[config.mk]
export PLATFORM = sky130hd
export DESIGN_NAME = mem_arbiter
export DESIGN_NICKNAME = d
export VERILOG_FILES = /design/src/rtl/mem_arbiter.sv
export SDC_FILE = /design/constraint.sdc
export NUM_CORES = 1
export LEC_CHECK = 0
export CORE_ASPECT_RATIO = 1.1
export CORE_MARGIN = 3
export CORE_UTILIZATION = 30
export CTS_CLUSTER_DIAMETER = 40
export DETAILED_ROUTE_END_ITERATION = 10
export PLACE_DENSITY_LB_ADDON = 0.3
export SETUP_SLACK_MARGIN = 0.5
export SYNTH_ARGS = -nofsm -noshare
export SYNTH_HDL_FRONTEND = slang
export SYNTH_SLANG_ARGS = --single-unit
[constraint.sdc]
create_clock -name clk -period 3.2 [get_ports clk]
set_input_delay 0.48 -clock clk [delete_from_list [all_inputs] [get_ports clk]]
set_output_delay 0.48 -clock clk [all_outputs]
set_load 0.01 [all_outputs]
[src/rtl/mem_arbiter.sv]
// Round-robin arbiter sharing one MMU port among NUM_REQ requesters, one transaction in flight.
// Grant is combinational in IDLE; the MMU request follows one cycle later; responses are routed back.
module mem_arbiter #(
  parameter int MEM_W   = 32,
  parameter int NUM_REQ = 3,
  parameter int TIMEOUT = 255
) (
  input  logic                       clk,
  input  logic                       rst,
  input  logic [NUM_REQ-1:0]         req_i,
  input  logic [NUM_REQ*32-1:0]      addr_i,
  input  logic [NUM_REQ-1:0]         we_i,
  input  logic [NUM_REQ*MEM_W/8-1:0] be_i,
  input  logic [NUM_REQ*MEM_W-1:0]   wdata_i,
  output logic [NUM_REQ-1:0]         gnt_o,
  output logic [NUM_REQ-1:0]         rvalid_o,
  output logic [NUM_REQ-1:0]         err_o,
  output logic [MEM_W-1:0]           rdata_o,
  output logic                       mem_req_o,
  output logic [31:0]                mem_addr_o,
  output logic                       mem_we_o,
  output logic [MEM_W/8-1:0]         mem_be_o,
  output logic [MEM_W-1:0]           mem_wdata_o,
  input  logic                       mem_rvalid_i,
  input  logic                       mem_err_i,
  input  logic [MEM_W-1:0]           mem_rdata_i,
  output logic                       busy_o,
  output logic                       stray_resp_o
);
  localparam int IDX_W = (NUM_REQ > 1) ? $clog2(NUM_REQ) : 1;
  localparam int BE_W  = MEM_W / 8;
  localparam logic [15:0] TO_LIMIT = 16'(TIMEOUT);

  typedef enum logic [1:0] {IDLE, ISSUE, WAIT} state_t;

  state_t             state_q, state_d;
  logic [IDX_W-1:0]   last_q, last_d;
  logic [31:0]        addr_q, addr_d;
  logic               we_q, we_d;
  logic [BE_W-1:0]    be_q, be_d;
  logic [MEM_W-1:0]   wdata_q, wdata_d;
  logic [15:0]        cnt_q, cnt_d;
  logic               stray_q, stray_d;

  logic [31:0]        addr_a  [NUM_REQ];
  logic [BE_W-1:0]    be_a    [NUM_REQ];
  logic [MEM_W-1:0]   wdata_a [NUM_REQ];
  logic [IDX_W-1:0]   win, cand;
  logic               found;

  for (genvar g = 0; g < NUM_REQ; g++) begin : g_unpack
    assign addr_a[g]  = addr_i[g*32 +: 32];
    assign be_a[g]    = be_i[g*BE_W +: BE_W];
    assign wdata_a[g] = wdata_i[g*MEM_W +: MEM_W];
  end

  always_comb begin
    state_d   = state_q;
    last_d    = last_q;
    addr_d    = addr_q;
    we_d      = we_q;
    be_d      = be_q;
    wdata_d   = wdata_q;
    cnt_d     = cnt_q;
    stray_d   = stray_q;
    gnt_o     = '0;
    rvalid_o  = '0;
    err_o     = '0;
    rdata_o   = '0;
    mem_req_o = 1'b0;
    found     = 1'b0;
    win       = '0;
    cand      = '0;

    // Search upward starting just past the last winner.
    for (int k = 0; k < NUM_REQ; k++) begin
      cand = IDX_W'((int'(last_q) + 1 + k) % NUM_REQ);
      if (!found && req_i[cand]) begin
        found = 1'b1;
        win   = cand;
      end
    end

    case (state_q)
      IDLE: begin
        if (mem_rvalid_i || mem_err_i) stray_d = 1'b1;
        if (found) begin
          gnt_o[win] = 1'b1;
          last_d     = win;
          addr_d     = addr_a[win];
          we_d       = we_i[win];
          be_d       = be_a[win];
          wdata_d    = wdata_a[win];
          state_d    = ISSUE;
        end
      end
      ISSUE, WAIT: begin
        if (state_q == ISSUE) begin
          mem_req_o = 1'b1;
          cnt_d     = '0;
          state_d   = WAIT;
        end else begin
          cnt_d = cnt_q + 16'd1;
        end
        // Error beats rvalid; timeout fires only when the MMU stays silent.
        if (mem_err_i) begin
          err_o[last_q] = 1'b1;
          state_d       = IDLE;
        end else if (mem_rvalid_i) begin
          rvalid_o[last_q] = 1'b1;
          rdata_o          = mem_rdata_i;
          state_d          = IDLE;
        end else if (state_q == WAIT && cnt_q + 16'd1 == TO_LIMIT) begin
          err_o[last_q] = 1'b1;
          state_d       = IDLE;
        end
      end
      default: state_d = IDLE;
    endcase

    if (rst) begin
      gnt_o     = '0;
      rvalid_o  = '0;
      err_o     = '0;
      rdata_o   = '0;
      mem_req_o = 1'b0;
    end
  end

  always_ff @(posedge clk) begin
    if (rst) begin
      state_q <= IDLE;
      last_q  <= IDX_W'(NUM_REQ - 1);
      addr_q  <= '0;
      we_q    <= 1'b0;
      be_q    <= '0;
      wdata_q <= '0;
      cnt_q   <= '0;
      stray_q <= 1'b0;
    end else begin
      state_q <= state_d;
      last_q  <= last_d;
      addr_q  <= addr_d;
      we_q    <= we_d;
      be_q    <= be_d;
      wdata_q <= wdata_d;
      cnt_q   <= cnt_d;
      stray_q <= stray_d;
    end
  end

  assign mem_addr_o   = addr_q;
  assign mem_we_o     = we_q;
  assign mem_be_o     = be_q;
  assign mem_wdata_o  = wdata_q;
  assign busy_o       = (state_q != IDLE);
  assign stray_resp_o = stray_q;
endmodule

Yosys cells after proc, flatten, opt, wreduce, memory -nomap -nowiden
Index checks and enable logic that the tools add are counted.

Register bits after elaboration: 90. Output and inout port bits: 113. Logic and storage cells: 96.

Add/subtract/negate cells: 4. Div/mod/pow operators: 3. Order comparisons: 8. Eq/ne operators: 5. Muxes and demuxes: 53. Bitwise gates (word level): 1. Reduce and logical (&&, ||, !) cells: 14.

Operators with widths (count): two-way mux 32 bit (8); binary-select mux 32 bit (select 2 bit) (2); modulo 32 x 3 -> 32 bit, second input constant (3); two-way mux 3 bit (12); adder 32 x 2 -> 32 bit, second input constant (1); adder 16 x 1 -> 16 bit, second input constant (1); equality test 16 x 8 -> 1 bit, second input constant (1); two-way mux 16 bit (1); two-way mux 2 bit (8); less-than comparator 2 x 3 -> 1 bit, second input constant (5); two-way mux 1 bit (12); binary-select mux 1 bit (select 2 bit) (4); binary-select mux 4 bit (select 2 bit) (1); two-way mux 4 bit (2); AND reduction 2 bit (3); logical AND 1 bit (5); != test 5 bit, second input constant (1); adder 3 x 2 -> 4 bit, second input constant (1); demux 1 bit (select 2 bit) (2); >= comparator 2 x 1 -> 1 bit, second input constant (2); one-hot mux 2 bit (2 select lines) (1); adder 2 x 1 -> 3 bit, second input constant (1); >= comparator 3 bit, second input constant (1); inverter 2 -> 3 bit (1); 8 further kinds (9).

Logic depth before layout (Yosys ltp)
Gate-level depths: netlist of run 1.

Word-level depth: 18. Depth in mapped cells: 10. Mapped depth without buffers: 8.

Least setup slack after synthesis of run 1
No wires, ideal clock.

Kind: flip-flop to output port. From: reg last_q[0]. To: out gnt_o[1]. Arrival: 2.377 ns. Setup slack: 0.343 ns. Cell stages (with the launch flop): 10. Buffers on the path: 2. Cell sequence: dfxtp_1 > inv_1 > ha_1 > or3b_1 > a21oi_1 > or4_1 > or2_1 > clkbuf_1 > clkbuf_1 > nor3b_1.

Cells in the longest elaborated chain, start to end: 18. Elaborated cells between the ends (all ways): 30. Classes of those cells: add/sub: 3; div: 3; order compare: 2; mux: 17; reduce/logical: 5.

Ends and longest elaborated chain: start: declaration (line 37) `logic [IDX_W-1:0] last_q, last_d;`; start signal: assignment (line 133) `last_q <= IDX_W'(NUM_REQ - 1);`; start signal: assignment (line 142) `last_q <= last_d;`; adder 2 x 1 -> 3 bit * (line 77) `cand = IDX_W'((int'(last_q) + 1 + k) % NUM_REQ);`; parallel branches: the longest is 14 deep, another holds adder 32 x 2 -> 32 bit; two-way mux 3 bit * (line 87) `if (found) begin`; two-way mux 3 bit * (line 84) `case (state_q)`; two-way mux 3 bit * (line 121) `if (rst) begin`; end: declaration (line 15) `output logic [NUM_REQ-1:0] gnt_o,`.

Every way passes the cells marked *. The select of a mux whose other input is x is not followed.

Final worst setup path of run 1
From: reg cnt_q[5]. To: out err_o[2].

Cells in the longest elaborated chain, start to end: 8.

Ends and longest elaborated chain: start: declaration (line 42) `logic [15:0] cnt_q, cnt_d;`; start signal: assignment (line 147) `cnt_q <= cnt_d;`; adder 16 x 1 -> 16 bit (line 113) `end else if (state_q == WAIT && cnt_q + 16'd1 == TO_LIMIT) begin`; equality test 16 x 8 -> 1 bit (line 113); logical AND 1 bit (line 113); two-way mux 3 bit (line 113); two-way mux 3 bit (line 109) `end else if (mem_rvalid_i) begin`; two-way mux 3 bit (line 106) `if (mem_err_i) begin`; two-way mux 3 bit (line 84); two-way mux 3 bit (line 121); end: declaration (line 17) `output logic [NUM_REQ-1:0] err_o,`.

No other way between the ends.

==> results.md, run 1 <==
- Post-synth EDFFs: 0
- Hold_buf cts: 0
- Proportion of layout cells with a drive suffix above 1: 0.208
- PD cells: 560 nW/um^2
- Largest net degree at the start of global routing: 80
- Crit-path slowest cell: or4_4
- Worst Hold Class: reg2reg
- FFs w/ async S/R, synth: 0
- Starting DRT DRC Count: 299
- Detail Placement HPWL: 17500 um
- Pre-antenna DRT Iters: 5
- Max stage delay on crit path: 0.54 ns
- First-pass GRT wire length: 34200 um
- DRC: 0
- Unique masters post-synth: 53
- Setup TNS: 0 ns
- Worst Skew: 0.00909 ns
- Worst EP required: 2.72 ns
- Finished Layout Cells: 1273
- Final nets: 1278
- Number of synthesized register bits: 90
- Synth Net Count: 896
- Synth Instances: 641
- Crit. End Element: output pin
- Initial antenna violation count: 2
- DP Worst Slack: -0.316 ns
- Ys flop type: dfxtp_1
- P_leak: 4.50 nW
- Port buffer count: 358
- Slew Viols, Final: 0
- Core ar.: 18500 sq um
- Via count: 6139
- Hold Slack: 0.453 ns
- DP Area: 9800 sq um
- Critical path cell sequence: nand3_2 -> or4b_1 -> o211a_1 -> or4_4 -> o31a_1 -> nor4_4 -> buf_2
- Cell taking the most area after synthesis: dfxtp_1
- Number of global-route vias before repair: 6140
- Maximum VDD drop: 0.399 mV
- Startpoint type of the worst setup path: register
- CP Data Arrival Time: 2.59 ns
- Total GRT Usage: 0.217
- Max Cap Viol: 0
- Cell area after layout: 10300 sq um
- Vias per inst: 4.82
- Crit-path max FO: 3
- CTS sink count: 90
- Initial Utilization: 0.306
- Die area: 20500 sq um
- Io pins: 359
- Most frequent cells in the layout: 316 x clkdlybuf4s50_1, 79 x dfxtp_1, 69 x mux2i_1, 69 x mux2_2, 69 x nand3b_1
- DRT Wirelength: 23100 um
- Clock tree buffer depth: 2
- Sequential cell area fraction in the yosys report: 0.319
- Clock slew at reported path FFs: 0.06 ns
- Max Clock Freq: 326 MHz
- Die Y: 150 um
- Root buf cell: clkbuf_16
- Worst-skew pair later-pin latency: 0.34 ns
- FP Rows: 52
- Placed Cells: 1238
- Commonest non-fill, non-tap cell in the layout: clkdlybuf4s50_1
- WL/cell: 18.2 um
- Run status: completed
- Worst setup slack after layout: 0.128 ns
- Fillers: 1723
- Die W: 137 um
- H-tree Lvls: 3
- Final hold violation count: 0
- Minimum clock period: 3.07 ns
- Post-synth top area share: 0.319
- Routed Antenna Nets: 0
- Relative slew slack: 0.455
- Residual overflow from global routing: 0
- Synth area leaders: dfxtp_1 32%, mux2_2 14%, mux2i_1 12%
- Gpl congestion: 0.847
- RSZ-0062 raised after global routing: true
- R2R setup slack: 0.64 ns
- CTS tree: yes
- Syn Area/Cell: 8.82 sq um
- Inserted Clock Buffers: 9
- Final worst path period share: 0.960
- Synthesis-to-finish area growth: 81.4%
- Final Setup Violations: 0
- Area of the mapped netlist: 5650 sq um
- Actual slew at the worst max-slew pin: 0.817 ns
- Setup CP Type: reg2out
- Number of warnings issued by yosys: 0
-- through the flow --
| stage | power (mW) | utilization |
|---|---|---|
| global route | 6.08 | 0.555 |
| finish | 5.74 | 0.555 |
| floorplan | 3.08 | - |
| global placement | 4.59 | 0.530 |
| detailed placement | 4.61 | 0.530 |
| CTS | 5.73 | 0.551 |
-- registers in the layout, indices dropped and copies added (netlist names) --
register / flops
mem_addr_o: 32
mem_wdata_o: 32
cnt_q: 16
mem_be_o: 4
last_q: 2
state_q: 2
mem_we_o: 1
stray_resp_o: 1
-- power breakdown --
part	internal [mW]	switching [mW]	leakage, nW	total (mW)
Combinational	1.68	1.46	3.62	3.14
Clock	0.528	0.458	0.129	0.986
Sequential	1.44	0.175	0.745	1.62
-- per-layer routing --
layer	vias to the layer above	global-route usage	part of all wire
li1	3056	-	-
met1	2877	0.255	0.39
met2	173	0.380	0.53
met3	33	0.0548	0.055
met4	0	0.0758	0.023
met5	-	0	0
-- worst paths after layout --
check | startpoint | endpoint | cells past startpoint
hold reg to reg | stray_resp_o | stray_resp_o | 2
setup / recovery | cnt_q[5] | err_o[2] | 7
setup reg to reg | last_q[1] | mem_addr_o[15] | 10
hold / removal | stray_resp_o | stray_resp_o | 2
-- logic make-up (layout without fill, tap and decap cells) --
logic type | after synthesis | count (layout) | synth area share
buffers and inverters | 71 | 458 | 0.0498
AOI/OAI and AO/OA | 126 | 126 | 0.124
adders and majority gates | 10 | 10 | 0.0217
muxes | 139 | 139 | 0.261
DFF | 90 | 90 | 0.319
xor gates and xnor gates | 4 | 4 | 0.00620
other | 0 | 2 | 0
and+or+nand+nor | 201 | 201 | 0.218
-- cell usage after synthesis, types with 2 or more instances --
cell / instances
a21oi_1: 18
a22oi_1: 4
a31oi_1: 4
and2_1: 36
and3_1: 3
buf_1: 7
buf_2: 9
clkbuf_1: 38
dfxtp_1: 90
ha_1: 9
inv_1: 15
mux2_2: 69
mux2i_1: 70
nand2_1: 12
nand2b_1: 2
nand3_1: 6
nand3b_1: 69
nand4_1: 5
nor2_1: 38
nor2b_1: 3
nor3_1: 9
nor4_1: 5
o211a_1: 2
o21ai_0: 61
o21ai_1: 26
xnor2_1: 4
-- cell type report --
class / count / area, sq um / area share
clock buffer: 10 / 229 / 0.0223
antenna: 2 / 5.00 / 0.000488
clock inverter: 6 / 42.5 / 0.00415
multi-input combinational: 480 / 3690 / 0.360
tap: 243 / 304 / 0.0296
inverter: 16 / 62.6 / 0.00610
timing repair buffer: 426 / 4110 / 0.401
sequential: 90 / 1820 / 0.177
-- critical path, delay by kind of cell, from the launching register on --
family	cells	cell delay, ns
DFF	1	0.34
AOI/OAI and AO/OA	2	0.46
and+or+nand+nor	4	1.27
buffers and inverters	1	0.18
-- repair_timing --
item,4_1_cts,5_1_grt
gates resized for setup,59,67
gates cloned,2,0
buffers inserted,8,7
endpoints found under the setup margin,58,69
pin swaps,9,10
Note: power is estimated with default switching activity, not from simulation.
==> inputs of run 2 (changes only) <==
Settings changed: ABC_AREA set to 1.
==> run 2 against run 1 <==
Net effect:
- sequential cell count is the same
- sequential power up 8%
- clock skew is 0.00074 ns lower
- largest power group unchanged
- core utilization decreased by 1.3 points
==> results.md, run 2 <==
- Worst Hold Class: reg2reg
- FP Rows: 53 (+1.9%)
- Worst Skew: 0.00835 ns (-0.000736 ns)
- Most frequent cells in the layout: 350 x clkdlybuf4s50_1, 196 x nand2_1, 145 x a21oi_1
- CTS sink count: 90 (unchanged)
- Number of synthesized register bits: 90 (unchanged)
- Starting DRT DRC Count: 434 (+45%)
- Io pins: 359 (unchanged)
- Root buf cell: clkbuf_16
- Final nets: 1592 (+25%)
- Finished Layout Cells: 1588 (+25%)
- Total GRT Usage: 0.227 (+0.0108)
- Synth cell count leaders: 198 x nand2_1, 145 x a21oi_1, 110 x inv_1, 96 x nor2_1, 94 x nand3_1
- Syn Area/Cell: 6.14 sq um (-30%)
- First-pass GRT wire length: 39600 um (+16%)
- Number of warnings issued by yosys: 0 (unchanged)
- Routed Antenna Nets: 0 (unchanged)
- DRC: 0 (unchanged)
- Core ar.: 19400 sq um (+5.2%)
- FFs w/ async S/R, synth: 0 (unchanged)
- H-tree Lvls: 3 (unchanged)
- Setup CP Type: reg2out
- Startpoint type of the worst setup path: register
- Die Y: 155 um (+3.1%)
- DRT Wirelength: 26300 um (+14%)
- Initial antenna violation count: 1 (-1)
- Minimum clock period: 2.88 ns (-0.189 ns)
- Crit. End Element: output pin
- Via count: 7815 (+27%)
- Die W: 141 um (+3.1%)
- Synthesis-to-finish area growth: 74.8%
- Unique masters post-synth: 34 (-36%)
- Post-synth EDFFs: 0 (unchanged)
- Port buffer count: 358 (unchanged)
- Final worst path period share: 0.901 (-0.0591)
- WL/cell: 16.5 um (-8.9%)
- Placed Cells: 1540 (+24%)
- Cell area after layout: 10500 sq um (+2.6%)
- Detail Placement HPWL: 18400 um (+4.9%)
- Area of the mapped netlist: 6020 sq um (+6.5%)
- Ys flop type: dfxtp_1
- Synth Instances: 980 (+53%)
- CP Data Arrival Time: 2.40 ns (-0.19 ns)
- Actual slew at the worst max-slew pin: 0.801 ns (-0.0163 ns)
- Inserted Clock Buffers: 9 (unchanged)
- Cell taking the most area after synthesis: dfxtp_1
- Maximum VDD drop: 1.41 mV (+250%)
- Max Cap Viol: 0 (unchanged)
- Worst-skew pair later-pin latency: 0.35 ns (about the same)
- Relative slew slack: 0.466 (+0.0108)
- P_leak: 4.34 nW (-3.4%)
- Sequential cell area fraction in the yosys report: 0.299 (-0.0195)
- Crit-path max FO: 8 (+5)
- DP Area: 9790 sq um (about the same)
- Final Setup Violations: 0 (unchanged)
- Gpl congestion: 0.873 (+3.1%)
- Slew Viols, Final: 0 (unchanged)
- Initial Utilization: 0.310 (+0.00400)
- PD cells: 964 nW/um^2 (+72%)
- Max Clock Freq: 347 MHz (+6.6%)
- Run status: completed
- Proportion of layout cells with a drive suffix above 1: 0.0940 (-0.114)
- Synth Net Count: 1235 (+38%)
- Die area: 21800 sq um (+6.3%)
- Hold_buf cts: 0 (unchanged)
- Setup TNS: 0 ns (unchanged)
- Number of global-route vias before repair: 7459 (+21%)
- Clock tree buffer depth: 2 (unchanged)
- RSZ-0062 raised after global routing: true
- Clock slew at reported path FFs: 0.06 ns (about the same)
- Residual overflow from global routing: 0 (unchanged)
- Vias per inst: 4.92 (+2.0%)
- Synth area leaders: dfxtp_1 30%, nand2_1 12%, a21oi_1 12%
- Pre-antenna DRT Iters: 5 (unchanged)
- Largest net degree at the start of global routing: 72 (-10%)
- Most numerous cell in the Yosys netlist: nand2_1
- Final hold violation count: 0 (unchanged)
- Worst EP required: 2.72 ns (about the same)
- Final Util: 0.542 (-0.0133)
- CTS tree: yes
- Commonest non-fill, non-tap cell in the layout: clkdlybuf4s50_1
- Post-synth top area share: 0.299 (-0.0195)
-- run 2: cells by family (layout without fill, tap and decap cells) --
group | count (synthesis) | in the layout | synth area share
adder cells (fa/ha/maj) | 9 | 9 | 0.0187
AND/OR/NAND/NOR | 479 | 479 | 0.373
XOR/XNOR | 1 | 1 | 0.00145
buffers and inverters | 185 | 545 | 0.125
AO/OA/AOI/OAI | 216 | 216 | 0.182
flip-flops | 90 | 90 | 0.299
other | 0 | 1 | 0
-- run 2: layer usage --
| metal | GRT usage | wire length [um] | up-vias |
|---|---|---|---|
| li1 | - | - | 3898 |
| met1 | 0.261 | 9970 | 3572 |
| met2 | 0.397 | 13400 | 298 |
| met3 | 0.0680 | 2090 | 47 |
| met4 | 0.0849 | 801 | 0 |
| met5 | 0 | 0 | - |
-- run 2: cell type report --
cell class | instances | area (sq um)
fill | 1905 | 8900
clock inverter | 3 | 42.5
timing repair buffer | 413 | 4010
antenna | 1 | 2.50
clock buffer | 11 | 233
multi-input combinational | 705 | 3660
tap | 247 | 309
sequential | 90 | 1820
inverter | 118 | 457
-- run 2: worst max-delay path: stages (launching register included) --
cell      delay [ns]
dfxtp_4         0.37
ha_4            0.16
nand3_4         0.09
nor2_4          0.20
nand3_1         0.14
nand2_1         0.09
nand2_1         0.06
nor2_1          0.16
nand3_1         0.15
o21bai_1        0.20
buf_4           0.14
nor3b_2         0.14
buf_2           0.15
-- run 2: what timing repair did --
action / CTS / global route
pin swaps: 13 / 10
resized for setup: 57 / 28
setup endpoints to repair: 14 / 51
buffers inserted: 29 / 4
-- run 2: worst paths after layout --
kind | start | depth (start not counted) | slack [ns] | end
worst max-delay path | cnt_q[1] | 12 | 0.32 | err_o[2]
worst min-delay path | cnt_q[15] | 2 | 0.49 | cnt_q[15]
worst max register to register | cnt_q[1] | 19 | 0.33 | cnt_q[14]
worst min register to register | cnt_q[15] | 2 | 0.49 | cnt_q[15]
-- run 2: metrics by stage --
stage / worst slack [ns] / total power, mW / hold slack, ns
3_3_place_gp: 0.169 / 8.75 / 0.470
5_1_grt: 0.0941 / 11.0 / 0.526
3_5_place_dp: 0.105 / 8.82 / 0.479
2_1_floorplan: 0.750 / 6.30 / 0.457
6_report: 0.317 / 10.1 / 0.489
4_1_cts: 0.450 / 10.1 / 0.488
-- run 2: power by group --
| part | switching [mW] | internal [mW] |
|---|---|---|
| logic | 4.49 | 2.87 |
| registers | 0.200 | 1.55 |
| clock network | 0.450 | 0.597 |
==> inputs of run 3 (changes only) <==
Settings changed: CELL_PAD_IN_SITES_DETAIL_PLACEMENT set to 0, CELL_PAD_IN_SITES_GLOBAL_PLACEMENT set to 1, CORE_UTILIZATION 30 to 25, PLACE_DENSITY set to 0.94, PLACE_DENSITY_LB_ADDON 0.3 to not set.
==> run 3 against run 2 <==
Net effect:
- hold slack better by 0.0022 ns
- cell count rose by 3.6%
- global-route usage fell by 3.7 points
- critical path type is now reg2reg
- maximum frequency grew 4.9%
- core utilization down 8.2 points
==> results.md, run 3 (synthesized netlist as in run 2, its figures left out) <==
- Run status: completed
- CTS sink count: 90 (unchanged)
- H-tree Lvls: 3 (unchanged)
- Detail Placement HPWL: 18400 um (+0.19%)
- Worst Hold Class: reg2reg
- Fillers: 2349 (+23%)
- Initial Utilization: 0.259 (-0.0514)
- PD cells: 956 nW/um^2 (-0.90%)
- Final worst path period share: 0.859 (-0.0417)
- Crit. End Element: register
- Residual overflow from global routing: 0 (unchanged)
- DRC: 0 (unchanged)
- FP Rows: 58 (+9.4%)
- Worst EP required: 3.42 ns (+0.70 ns)
- Setup TNS: 0 ns (unchanged)
- Commonest non-fill, non-tap cell in the layout: clkdlybuf4s50_1
- Total GRT Usage: 0.191 (-0.0368)
- Relative slew slack: 0.485 (+0.0186)
- Inserted Clock Buffers: 9 (unchanged)
- Vias per inst: 4.74 (-3.8%)
- Placed Cells: 1590 (+3.2%)
- Hold_buf cts: 0 (unchanged)
- Worst Skew: 0.0111 ns (+0.00273 ns)
- P_leak: 4.40 nW (+1.4%)
- Io pins: 359 (unchanged)
- Minimum clock period: 2.75 ns (-0.134 ns)
- Synthesis-to-finish area growth: 77.7%
- Via count: 7791 (-0.31%)
- Internal power component: 4.98 mW (-0.71%)
- DRT Wirelength: 26300 um (+0.33%)
- Max Clock Freq: 364 MHz (+4.9%)
- CP Data Arrival Time: 2.97 ns (+0.57 ns)
- Largest net degree at the start of global routing: 72 (unchanged)
- Slew Viols, Final: 0 (unchanged)
- Root buf cell: clkbuf_16
- Worst-skew pair later-pin latency: 0.35 ns (about the same)
- Final Setup Violations: 0 (unchanged)
- Die area: 26000 sq um (+19%)
- Final hold violation count: 0 (unchanged)
- Die W: 154 um (+9.1%)
- Comb power frac: 0.717 (-0.007)
- Number of global-route vias before repair: 7427 (-0.43%)
- Pre-antenna DRT Iters: 5 (unchanged)
- Setup CP Type: reg2reg
- WL/cell: 16.0 um (-3.1%)
- Port buffer count: 358 (unchanged)
- Net switching power: 5.25 mW (+2.2%)
- Gpl congestion: 0.827 (-5.4%)
- Sw frac: 0.513 (+0.00720)
- Final nets: 1593 (+0.063%)
- Actual slew at the worst max-slew pin: 0.773 ns (-0.0279 ns)
- Worst setup slack after layout: 0.451 ns (+0.134 ns)
- Most frequent cells in the layout: 350 x clkdlybuf4s50_1, 191 x nand2_1, 145 x a21oi_1
- RSZ-0062 raised after global routing: true
- CTS tree: yes
- Clock slew at reported path FFs: 0.07 ns (about the same)
- Clock tree buffer depth: 2 (unchanged)
- Initial antenna violation count: 2 (+1)
- Starting DRT DRC Count: 467 (+7.6%)
- Core ar.: 23300 sq um (+20%)
- Routed Antenna Nets: 0 (unchanged)
- Clock power share: 0.111 (+0.008)
- Maximum VDD drop: 1.23 mV (-13%)
- Startpoint type of the worst setup path: register
- Finished Layout Cells: 1645 (+3.6%)
- Max Cap Viol: 0 (unchanged)
- Proportion of layout cells with a drive suffix above 1: 0.115 (+0.0206)
- Crit-path max FO: 5 (-3)
- Die Y: 169 um (+9.2%)
- Reg power frac: 0.171 (about the same)
- First-pass GRT wire length: 40100 um (+1.3%)
- DP Worst Slack: 0.146 ns (+0.0408 ns)
==> run 3: changes by cell type in the layout (fill, tap and decap cells not counted), moves of 4 or more <==
cell | previous run | this run
nand2_1 | 196 | 191
inv_2 | 4 | 8
nand2_2 | 4 | 9
dfxtp_2 | 6 | 12
nor2_2 | 4 | 10
nor2_1 | 89 | 84
inv_6 | 0 | 4
dfxtp_1 | 82 | 75
==> run 3: power groups by stage <==
stage	Combinational, mW	Sequential, mW	Clock (mW)
after CTS	7.27	1.75	1.17
after global routing	8.17	1.80	1.21
after floorplan	4.41	1.89	0
after detailed placement	7.15	1.75	0
after global placement	7.09	1.74	0
final	7.34	1.75	1.14
==> run 3: metal layers <==
metal  track usage  part of all wire  vias to the layer above  wire [um]
li1              -                 -                     3914          -
met1         0.228              0.41                     3556      10700
met2         0.335              0.50                      286      13100
met3        0.0611             0.079                       33       2080
met4        0.0411             0.016                        2        410
met5             0           0.00049                        -         13
==> run 3: what timing repair did <==
item	4_1_cts	5_1_grt
buffers inserted	27	10
pin swaps	11	26
endpoints found under the setup margin	55	65
hold endpoints to repair	0	0
resized for setup	65	41
==> run 3: final timing paths <==
check	start	cells past startpoint	to	slack [ns]
worst min register to register	stray_resp_o	2	stray_resp_o	0.49
worst max register to register	cnt_q[1]	20	cnt_q[15]	0.45
worst min-delay path	stray_resp_o	2	stray_resp_o	0.49
worst max-delay path	cnt_q[1]	20	cnt_q[15]	0.45
==> run 3: final cells by class <==
class,instances,area [sq um],share of cell area
clock inverters,7,81.3,0.00760
flip-flops and latches,90,1830,0.171
inverters,118,449,0.0420
diodes,2,5.00,0.000468
multi-input cells,705,3710,0.347
repair buffers,414,4030,0.376
well taps,300,375,0.0351
clock buffers,9,225,0.0210
==> run 3: worst max-delay path, cell delays in order (launching register included) <==
cell and delay, ns:
dfxtp_4 0.36, buf_4 0.12, nand2_1 0.08, nor2_4 0.17, nand2_2 0.10, o21ai_2 0.14, nand2_2 0.08, buf_4 0.13
buf_4 0.12, buf_4 0.12, buf_4 0.12, buf_4 0.12, buf_4 0.12, buf_4 0.13, buf_4 0.13, buf_4 0.12
buf_4 0.12, buf_4 0.12, buf_4 0.11, nand2_1 0.05, a21oi_1 0.06
==> run 3: through the flow <==
step                      power (mW)  instance area, sq um  hold slack (ns)   util
final                           10.2                 10700            0.491  0.459
after global routing            11.2                 10700            0.508  0.459
after CTS                       10.2                 10500            0.490  0.451
after detailed placement        8.89                  9860            0.479  0.423
after global placement          8.82                  9860            0.454  0.423
after floorplan                 6.30                  6020            0.457      -
==> RTL edit (flow settings as in run 3) <==
The 3 states of `state_t` get a one-hot encoding in 3 bits.
--- a/src/rtl/mem_arbiter.sv
+++ b/src/rtl/mem_arbiter.sv
@@ -33,3 +33,3 @@
 
-  typedef enum logic [1:0] {IDLE, ISSUE, WAIT} state_t;
+  typedef enum logic [2:0] {IDLE = 3'b001, ISSUE = 3'b010, WAIT = 3'b100} state_t;
 
Behaviour: no difference found for any inputs over 4 cycles, from zero or initial values and one cycle with rst high; so few cycles prove little.
==> RTL edit against run 3 <==
  * Highest routed layer unchanged
  * Register-to-register slack gained 0.30 ns
  * Power shrank 3.7%
  * Combinational power fell by 4.0%
  * Critical path type is now in -> out
  * Routed wire length shrank 1.3%
  * Critical endpoint is now gnt_o[0]
  * Cell area shrank 3.1%
  * Die area shrank 0.62%
  * Synthesized area shrank 0.64%
  * Synthesized cell count shrank 0.41%
  * Sequential cell count grew 1
  * Worst setup slack gained 0.068 ns
==> RTL edit: results (changes against run 3) <==
The flow ran to the end, and the final reports show no timing, DRC or antenna violations. The net count after synthesis is 1227 (-0.65%). The sequential-to-total area share from yosys stat is 0.304 (+0.00529). The timing startpoint of the critical path is req_i[2]. The routed wire length came to 26000 um (-1.3%). The number of synthesis warnings is 0 (unchanged). The count of cell types in the netlist came out at 30 (-12%).

CTS placed an instance of sky130_fd_sc_hd__clkbuf_16 at the clock tree root. The critical-path maximum fanout is 6 (+1). The endpoint arrival time on the critical path came out at 2.20 ns (-0.77 ns). The via count of the first global-routing pass came to 7183 (-3.3%). In this run the most critical hold path is launched from cnt_q[0]. The leakage power is 0.00474 uW (+7.7%).

The maximum number of pins on one net before global-route repair came out at 70 (-2.8%). The number of design-rule violations left by the first detailed-router iteration came out at 453 (-3.0%). The maximum clock path buffer count came out at 2 (unchanged).

The CTS clock-pin slew for the worst setup and hold paths is 0.06 ns. The pin slew with the least headroom to its limit was 0.644 ns (-0.129 ns). The worst clock skew on the final layout came out at 0.0151 ns (+0.00403 ns). The overall global routing resource usage is 0.185 (-0.00530). The maximum resistive drop on vdd is 0.00149 V (+21%).

After synthesis, the most frequently instantiated cells are sky130_fd_sc_hd__nand2_1, sky130_fd_sc_hd__a21oi_1, sky130_fd_sc_hd__inv_1. The filler cell count in the final layout came out at 2453 (+4.4%). The placed wire-length estimate is 18600 um (+1.3%).

By area the synthesized netlist is led by sky130_fd_sc_hd__dfxtp_1, sky130_fd_sc_hd__a21oi_1, sky130_fd_sc_hd__nand2_1. The post-detailed-route via-to-cell ratio is 4.71 (-0.64%). STA classifies the critical path startpoint as a primary input. The path type of the worst min-delay path is reg -> reg.

The H-tree depth was 3 (unchanged). The count of buffers from port buffering is 358 (unchanged). The total via count in the routed design came out at 7619 (-2.2%).

The total cell area at the placement stage is 9840 um^2 (-0.13%). The later-pin clock latency in the skew report came to 0.35 ns (about the same). The fraction of registers with async set/reset was 0 (unchanged). The global-route wire length before repair is 39100 um (-2.4%). The net total in the final layout was 1565 (-1.8%). The worst register-to-register path begins at last_q[1].

The number of antenna violations at the first check in global routing is 2 (unchanged). The worst slack after detailed placement came out at 0.234 ns (+0.0886 ns). The total iterations of the first detailed-routing run was 5 (unchanged). The share of layout cells above drive strength 1 is 0.0797 (-0.0350). The post-synthesis instance total is 976 (-0.41%). The total CTS buffers is 9 (unchanged). The routability congestion estimate came out at 0.840 (+1.6%).
[RTL edit: cell types whose count changed after synthesis, sizes merged, moves of 4 or more]
cell	run 3	this run
clkbuf	37	26
nand3	94	100
buf	30	36
inv	116	145
ha	9	5
nand2	201	177
[RTL edit: metal layers]
metal | share of wire | vias to the layer above | global-route usage
met5 | 0.00050 | - | 0
met4 | 0.027 | 2 | 0.0507
li1 | - | 3833 | -
met1 | 0.40 | 3461 | 0.224
met2 | 0.50 | 273 | 0.321
met3 | 0.072 | 50 | 0.0540
[RTL edit: kinds of logic (layout without fill, tap and decap cells)]
family / Yosys count / count (layout) / share of synthesized area
AND/OR/NAND/NOR: 457 / 457 / 0.364
AO/OA/AOI/OAI: 214 / 214 / 0.180
buffers and inverters: 208 / 550 / 0.139
flip-flops: 91 / 91 / 0.304
adder cells (fa/ha/maj): 5 / 5 / 0.0105
XOR/XNOR: 1 / 1 / 0.00146
other: 0 / 1 / 0
[RTL edit: area by class of cell]
| type | count | area [um^2] | share of cell area |
|---|---|---|---|
| clock inverter | 5 | 46.3 | 0.00447 |
| multi-input combinational | 677 | 3450 | 0.332 |
| timing repair buffer | 389 | 3860 | 0.372 |
| clock buffer | 10 | 239 | 0.0231 |
| inverter | 146 | 556 | 0.0536 |
| sequential | 91 | 1840 | 0.178 |
| antenna | 1 | 2.50 | 0.000241 |
| tap | 300 | 375 | 0.0362 |
[RTL edit: final timing paths]
path | end | slack (ns) | depth (start not counted)
max | gnt_o[0] | 0.52 | 11
min | cnt_q[0] | 0.48 | 1
max reg2reg | mem_addr_o[5] | 0.75 | 14
min reg2reg | cnt_q[0] | 0.48 | 1
[RTL edit: worst max-delay path: stages]
cell and delay, ns:
sky130_fd_sc_hd__clkdlybuf4s50_1 0.54, sky130_fd_sc_hd__inv_1 0.07, sky130_fd_sc_hd__o21ai_1 0.19, sky130_fd_sc_hd__nand2_2 0.08, sky130_fd_sc_hd__buf_4 0.13, sky130_fd_sc_hd__nand3_2 0.10, sky130_fd_sc_hd__nand2_4 0.08, sky130_fd_sc_hd__inv_4 0.11
sky130_fd_sc_hd__nand3_4 0.07, sky130_fd_sc_hd__nor3_2 0.17, sky130_fd_sc_hd__buf_2 0.18
[RTL edit: timing repair]
item,in CTS,in global routing
endpoints found under the setup margin,67,109
pin swaps,1,6
gates resized for setup,44,52
setup buffers,2,6
[RTL edit: power by group]
| group | internal, uW | leakage (uW) | switching (uW) |
|---|---|---|---|
| Clock | 559 | 0.000135 | 514 |
| Combinational | 2630 | 0.00385 | 4420 |
| Sequential | 1530 | 0.000757 | 194 |
| Total | 4720 | 0.00474 | 5120 |
